## config.mk

```make
export PLATFORM = sky130hd
export DESIGN_NAME = line_burst_adaptor
export DESIGN_NICKNAME = d
export VERILOG_FILES = /design/src/rtl/line_burst_adaptor_pkg.sv /design/src/rtl/line_burst_adaptor_beat_buffer.sv /design/src/rtl/line_burst_adaptor.sv
export SDC_FILE = /design/constraint.sdc
export NUM_CORES = 1
export LEC_CHECK = 0
export CAP_MARGIN = 20
export CORE_AREA = 5 5 278 280
export DETAILED_ROUTE_END_ITERATION = 7
export DIE_AREA = 0 0 283 285
export DONT_BUFFER_PORTS = 1
export GPL_TIMING_DRIVEN = 0
export PLACE_DENSITY_LB_ADDON = 0.12
export SYNTH_ARGS = -nofsm -noshare
export SYNTH_HDL_FRONTEND = slang
export SYNTH_HIERARCHICAL = 1
export SYNTH_SLANG_ARGS = --single-unit
```

## constraint.sdc

```tcl
create_clock -name clk -period 2.2 [get_ports clk]
set_input_delay 0.22 -clock clk [delete_from_list [all_inputs] [get_ports clk]]
set_output_delay 0.22 -clock clk [all_outputs]
set_load 0.1 [all_outputs]
```

## src/rtl/line_burst_adaptor_pkg.sv

```systemverilog
// Shared types and constants for the line-to-burst adaptor.
// Holds the FSM state enum, the beats-per-line constant and the cache
// hierarchy typedefs used by line_burst_adaptor and line_beat_buffer.
package line_burst_adaptor_pkg;

  // Adaptor control states.
  typedef enum logic [1:0] {
    IDLE  = 2'd0,
    READ  = 2'd1,
    WRITE = 2'd2,
    DONE  = 2'd3
  } lba_state_e;

  // Default cache hierarchy geometry.
  localparam int LINE_BITS_DEF   = 256;
  localparam int BURST_BITS_DEF  = 64;
  localparam int OFFSET_BITS_DEF = 5;
  localparam int BEATS_PER_LINE  = LINE_BITS_DEF / BURST_BITS_DEF;

  // Cache hierarchy typedefs at the default geometry.
  typedef logic [31:0]                mem_addr_t;
  typedef logic [LINE_BITS_DEF-1:0]   cache_line_t;
  typedef logic [BURST_BITS_DEF-1:0]  mem_beat_t;

  // Beats needed to move one line for an arbitrary geometry.
  function automatic int beats_per_line(input int line_bits, input int burst_bits);
    return line_bits / burst_bits;
  endfunction

  // Width of a counter that indexes n beats (never narrower than one bit).
  function automatic int cnt_width(input int n);
    return (n > 1) ? $clog2(n) : 1;
  endfunction

endpackage

```

## src/rtl/line_burst_adaptor_beat_buffer.sv

```systemverilog
// line_beat_buffer: holds the latched write line and assembles the read
// line beat by beat. Beat k occupies line bits [k*s_burst +: s_burst].
module line_beat_buffer
  import line_burst_adaptor_pkg::*;
#(
  parameter int s_line  = 256,
  parameter int s_burst = 64,
  parameter int BEATS   = beats_per_line(s_line, s_burst),
  parameter int CW      = cnt_width(BEATS)
) (
  input  logic               clk,
  input  logic               rst,
  input  logic               i_load,
  input  logic [s_line-1:0]  i_wline,
  input  logic               i_clear,
  input  logic               i_store,
  input  logic [CW-1:0]      i_idx,
  input  logic [s_burst-1:0] i_beat,
  output logic [s_line-1:0]  o_rline,
  output logic [s_burst-1:0] o_wbeat
);

  logic [s_line-1:0]  r_wline;
  logic [s_line-1:0]  r_rline;
  logic [s_burst-1:0] w_wbeat;

  // Capture the write line when a request is accepted.
  // NOTE: these line-wide registers are reset on purpose: the reset value of
  // the assembled line is visible on line_rdata, and a cleared write latch
  // keeps mem_wdata at zero out of reset.
  always_ff @(posedge clk) begin
    if (rst)         r_wline <= '0;
    else if (i_load) r_wline <= i_wline;
  end

  // Assemble read beats; cleared on read accept so unreceived beats read as 0.
  // NOTE: state is written with non-blocking assignments so every register
  // samples the pre-edge values, independent of block ordering.
  always_ff @(posedge clk) begin
    if (rst) begin
      r_rline <= '0;
    end else if (i_clear) begin
      r_rline <= '0;
    end else if (i_store) begin
      for (int k = 0; k < BEATS; k++) begin
        if (i_idx == CW'(k)) r_rline[k*s_burst +: s_burst] <= i_beat;
      end
    end
  end

  // Select the current write beat from the latched line.
  // NOTE: the default assignment first means every path drives w_wbeat,
  // so no latch is inferred.
  always_comb begin
    w_wbeat = '0;
    for (int k = 0; k < BEATS; k++) begin
      if (i_idx == CW'(k)) w_wbeat = r_wline[k*s_burst +: s_burst];
    end
  end

  assign o_rline = r_rline;
  assign o_wbeat = w_wbeat;

endmodule

```

## src/rtl/line_burst_adaptor.sv

```systemverilog
// line_burst_adaptor: converts a cache line read/write request into a burst
// of s_line/s_burst memory beats, beat 0 first, and returns a one-cycle
// line_resp when the burst completes.
// Optional feature: define LINE_BURST_ADAPTOR_WATCHDOG_EN to add a stall
// watchdog that aborts a burst after TIMEOUT_CYCLES idle-beat cycles and
// raises a sticky error flag.
module line_burst_adaptor
  import line_burst_adaptor_pkg::*;
#(
  parameter int s_line         = 256,
  parameter int s_burst        = 64,
  parameter int s_offset       = 5,
  parameter int TIMEOUT_CYCLES = 1024
) (
  input  logic               clk,
  input  logic               rst,
  input  logic               line_read,
  input  logic               line_write,
  input  logic [31:0]        line_address,
  input  logic [s_line-1:0]  line_wdata,
  output logic               line_resp,
  output logic [s_line-1:0]  line_rdata,
  output logic               mem_read,
  output logic               mem_write,
  output logic [31:0]        mem_address,
  output logic [s_burst-1:0] mem_wdata,
  input  logic [s_burst-1:0] mem_rdata,
  input  logic               mem_resp,
  output logic               error
);

  localparam int LINE_BEATS = beats_per_line(s_line, s_burst);
  localparam int CW         = cnt_width(LINE_BEATS);
  localparam mem_addr_t OFFSET_MASK = mem_addr_t'((64'd1 << s_offset) - 64'd1);

  lba_state_e r_state;
  lba_state_e w_next;
  logic [CW-1:0] r_beat;
  mem_addr_t     r_addr;

  logic w_accept_rd;
  logic w_accept_wr;
  logic w_accept;
  logic w_busy;
  logic w_xfer;
  logic w_last;
  logic w_timeout;

  // Read wins when both requests are present in IDLE.
  assign w_accept_rd = (r_state == IDLE) && line_read;
  assign w_accept_wr = (r_state == IDLE) && !line_read && line_write;
  assign w_accept    = w_accept_rd || w_accept_wr;
  assign w_busy      = (r_state == READ) || (r_state == WRITE);
  assign w_xfer      = w_busy && mem_resp;
  assign w_last      = w_xfer && (r_beat == CW'(LINE_BEATS - 1));

  // State register.
  always_ff @(posedge clk) begin
    if (rst) r_state <= IDLE;
    else     r_state <= w_next;
  end

  // Next-state logic.
  always_comb begin
    w_next = r_state;
    unique case (r_state)
      IDLE: begin
        if (line_read)       w_next = READ;
        else if (line_write) w_next = WRITE;
      end
      READ, WRITE: begin
        if (w_last || w_timeout) w_next = DONE;
      end
      DONE:    w_next = IDLE;
      default: w_next = IDLE;
    endcase
  end

  // Beat counter: zeroed on accept, advances once per transferred beat.
  always_ff @(posedge clk) begin
    if (rst)           r_beat <= '0;
    else if (w_accept) r_beat <= '0;
    else if (w_xfer)   r_beat <= r_beat + CW'(1);
  end

  // Latch the line-aligned address on accept; ignore it until the next one.
  always_ff @(posedge clk) begin
    if (rst)           r_addr <= '0;
    else if (w_accept) r_addr <= line_address & ~OFFSET_MASK;
  end

`ifdef LINE_BURST_ADAPTOR_WATCHDOG_EN
  localparam int WW = $clog2(TIMEOUT_CYCLES + 1);

  logic [WW-1:0] r_wd;
  logic          r_error;

  assign w_timeout = w_busy && !mem_resp && (r_wd == WW'(TIMEOUT_CYCLES - 1));

  // Count consecutive stalled busy cycles; flag and abort at the limit.
  always_ff @(posedge clk) begin
    if (rst) begin
      r_wd    <= '0;
      r_error <= 1'b0;
    end else begin
      if (w_busy && !mem_resp && !w_timeout) r_wd <= r_wd + WW'(1);
      else                                   r_wd <= '0;
      if (w_timeout) r_error <= 1'b1;
    end
  end

  assign error = r_error;
`else
  // Watchdog compiled out: a stalled burst waits forever. The comparison
  // folds to 0 for any legal limit and keeps the shared parameter list live.
  assign w_timeout = (TIMEOUT_CYCLES < 0);
  assign error     = 1'b0;
`endif

  line_beat_buffer #(
    .s_line  (s_line),
    .s_burst (s_burst),
    .BEATS   (LINE_BEATS),
    .CW      (CW)
  ) u_buf (
    .clk     (clk),
    .rst     (rst),
    .i_load  (w_accept),
    .i_wline (line_wdata),
    .i_clear (w_accept_rd),
    .i_store ((r_state == READ) && mem_resp),
    .i_idx   (r_beat),
    .i_beat  (mem_rdata),
    .o_rline (line_rdata),
    .o_wbeat (mem_wdata)
  );

  assign mem_read    = (r_state == READ);
  assign mem_write   = (r_state == WRITE);
  assign mem_address = r_addr;
  assign line_resp   = (r_state == DONE);

endmodule

```

==> flow_summary.yaml <==
clock_network:
  cts.sinks: 543
  cts.path.max_buffers: 3
  worstSkewPairLatency_ps: 580
  cts_inserted_buffers: 68
  tritoncts: "built"
  clk_pin_slew_ps: 60
  cell_chosen_for_the_clock_root: "sky130_fd_sc_hd__clkbuf_16"
  htree_num_levels: 3
critical_path:
  worstPathArrival_ps: 2180
  reg2reg_depth: 9
  startpoint: "r_beat[0]$_SDFFE_PP0P_"
  critPathRequiredTime_ps: 1980
  maximum_fanout_encountered_on_the_critical_timing_path: 9
  end_point_of_the_critical_path: "mem_wdata[53]"
  timing.critical_path.cells: "buf_12 -> clkbuf_16 -> mux4_2"
  largest_stage_delay_worst_path_ps: 790
  crit_slowest_cell: "sky130_fd_sc_hd__mux4_2"
  endpoint_kind: "output pin"
  reg2reg_setup_slack_ps: 150
  crit_path_start_kind: "flop"
  rr_endpoint: "u_buf/r_wline[19]$_SDFFE_PP0P_"
  worst_r2r_startpoint: "r_state[0]$_SDFFE_PP0P_"
  critPathKind: "reg2out"
worst_hold_path:
  worstHoldPathType: "in2reg"
  worst_hold_startpoint: "mem_resp"
routing:
  drc_violations_left: 0
  drc_violation_total_after_the_first_tritonroute_iteration: 612
  drt_wl_total_mm: 89.75
  routedWlPerCell_um: 25.89
  number_of_vias_after_detailed_routing: 16905
  route.detailed.vias_per_inst: 4.877
  ant_nets: 0
  drt-pass1-iter-count: 5
logic_synthesis:
  main_synth_ff_type: "sky130_fd_sc_hd__dfxtp_1"
  syn-cell-area_um2: 22880
  synth-seq-area-share_pct: 47.51
  asyncSetResetFlopFracSynth_pct: 0
  ys_warn_count: 6
  postSynthAreaPerCell_um2: 11.48
  synth.distinct_cells: 29
  number_of_register_bits_inferred_by_synthesis: 543
  synth-edff-count: 0
  synthesized_instance_count: 1993
die:
  ioPinCount: 713
  design.die.area_um2: 80660
  die_h_um: 285
  fp.dieW_um: 283
  core.rowCount: 100
  effective_utilization_at_floorplan_pct: 30.84
  core_um2: 74200
placed_design:
  io_buffers: 0
  dp_cells: 2973
  hpwlAfterDp_mm: 67.58
  routabilityCongestion: 0.8408
sta:
  layout_worst_path_cycle_share_pct: 108.9
  final_max_slew_viol_count: 0
  setup_viol_count_final: 64
  slew_headroom_pct: 20.36
  totalNegativeSetupSlack_ps: -10690
  final_hold_viol_count: 0
  worst_pin_slew_ps: 1193
  unrepaired_setup_endpoints_after_global_routing: "yes"
  max_clock_freq_mhz: 417.2
  post-route-min-period_ps: 2397
  finalClockSkew_ps: 17.36
  layout_setup_ws_ps: -196.8
grt:
  globalRoute.totalOverflow: 0
  grt_antenna_before_repair: 7
  global_route_wire_length_before_repair_mm: 129.6
  grt_usage_pct: 21.15
  grt_max_degree: 14
  first_global_vias: 18264
pwr:
  peakVddDrop_mv: 0.5815
  p_sw_share_pct: 36.82
  static-leakage-power_nw: 13.13
  power_frac_seq_pct: 38.1
  pwr-share-clk_pct: 33.3
  power_per_cell_area_nw_per_um2: 1094
  comb_power_share_pct: 28.6
  internal-power_mw: 21.14
  net-switching-power_mw: 12.32
finish:
  most-common-layout-cells: "sky130_fd_sc_hd__dfxtp_1, sky130_fd_sc_hd__mux2i_1, sky130_fd_sc_hd__dlygate4sd3_1"
  fin_cells: 3466
  final_common_cell: "sky130_fd_sc_hd__dfxtp_1"
  layout.nets: 2802
  drive_gt1_share_pct: 15.53
  fillCellCount: 7123
  sequential_cell_area_um2: 10880
  finish.utilization_pct: 41.25
  areaGrowthSynthToFinish_pct: 33.76
  multi_input_gate_area_um2: 11080
run:
  max_capacitance_violation_count: 0
outcome:
  status: "finished with violations"
  violations: "setup timing"
==> kinds of logic after synthesis <==
kind of cell,after synthesis,share of synthesized area [%]
simple gates,643,17.84
flops,543,47.51
mux,577,28.74
xor+xnor,1,0.03829
other cells,1,0.01639
fa+ha+maj,6,0.3281
buf+inv,187,4.501
compound gates,35,1.023
==> through the flow <==
step                hold WS [ps]  power (mW)  instance area [um2]  setup slack [ps]
floorplan                  289.7       19.51                22900             149.5
global placement           292.7       21.32                24110            -647.9
detailed placement         294.3       21.43                24230            -757.2
CTS                        1.256       33.65                30310            -297.9
global route               31.96       34.80                30600            -276.5
finish                     4.066       33.47                30600            -196.8
==> routing by layer <==
layer / track usage [%] / share of wire [%]
met5: 0 / 0.047
met4: 5.805 / 2.4
met3: 7.772 / 8.0
met2: 38.41 / 51
met1: 23.32 / 38
==> final cells by class <==
type / instances / share of cell area [%]
multi-input combinational: 1268 / 36.19
sequential: 543 / 35.54
timing repair buffer: 372 / 12.40
clock buffer: 107 / 6.635
buffer: 183 / 4.538
tap: 969 / 3.962
clock inverter: 16 / 0.6623
antenna: 5 / 0.04088
inverter: 3 / 0.03679
==> sequential cells by signal, summed over array words and instances, names as in the netlist <==
signal	flops
u_buf/r_wline	256
r_beat	2
mem_address	27
r_state	2
u_buf/o_rline	256
==> Yosys cell counts (2+ instances only) <==
cell type,count,area (um2)
sky130_fd_sc_hd__a211o_1,2,17.52
sky130_fd_sc_hd__a21oi_1,19,95.09
sky130_fd_sc_hd__a21oi_2,10,87.58
sky130_fd_sc_hd__and2_1,2,12.51
sky130_fd_sc_hd__buf_2,79,395.4
sky130_fd_sc_hd__buf_4,23,172.7
sky130_fd_sc_hd__buf_6,19,214.0
sky130_fd_sc_hd__clkbuf_1,63,236.5
sky130_fd_sc_hd__dfxtp_1,543,10870
sky130_fd_sc_hd__ha_1,6,75.07
sky130_fd_sc_hd__inv_1,2,7.510
sky130_fd_sc_hd__mux2i_1,513,5135
sky130_fd_sc_hd__mux4_2,64,1441
sky130_fd_sc_hd__nand2_1,46,172.7
sky130_fd_sc_hd__nand2_2,10,62.56
sky130_fd_sc_hd__nand2b_1,2,12.51
sky130_fd_sc_hd__nand3b_1,2,15.01
sky130_fd_sc_hd__nor2_1,256,960.9
sky130_fd_sc_hd__nor3_2,2,20.02
sky130_fd_sc_hd__o21ai_0,2,10.01
sky130_fd_sc_hd__or3b_1,307,2689
sky130_fd_sc_hd__or3b_2,14,122.6
==> power groups by stage <==
stage / Combinational (mW) / Clock [mW] / Sequential (mW)
after CTS: 9.43 / 11.5 / 12.7
after floorplan: 6.87 / 0 / 12.6
final: 9.56 / 11.2 / 12.7
after detailed placement: 8.50 / 0 / 12.9
after global routing: 10.1 / 11.8 / 12.8
after global placement: 8.41 / 0 / 12.9
==> worst max-delay path: cells and delay by family (launching register included) <==
family	cells	cell delay [ps]
buffers and inverters	2	360
DFF	1	400
muxes	1	790
==> worst min-delay path by stage <==
stage                                          end  depth (start not counted)  slack, ps
finish                     r_state[1]$_SDFFE_PP0P_                          3          4
global route               r_state[1]$_SDFFE_PP0P_                          3         30
CTS                 u_buf/o_rline[71]$_SDFFE_PP0P_                          2          1
detailed placement          r_beat[1]$_SDFFE_PP0P_                          1        290
global placement            r_beat[1]$_SDFFE_PP0P_                          1        290
floorplan                   r_beat[1]$_SDFFE_PP0P_                          1        290
==> repair_timing <==
| item | 4_1_cts | 5_1_grt |
|---|---|---|
| buffers inserted | 5 | 0 |
| gates resized for setup | 106 | 65 |
| pin swaps | 0 | 1 |
| hold buffers | 352 | 4 |
| cloned | 0 | 1 |
| hold endpoints to repair | 496 | 8 |
| endpoints found under the setup margin | 565 | 472 |
(Power assumes the default switching activity.)
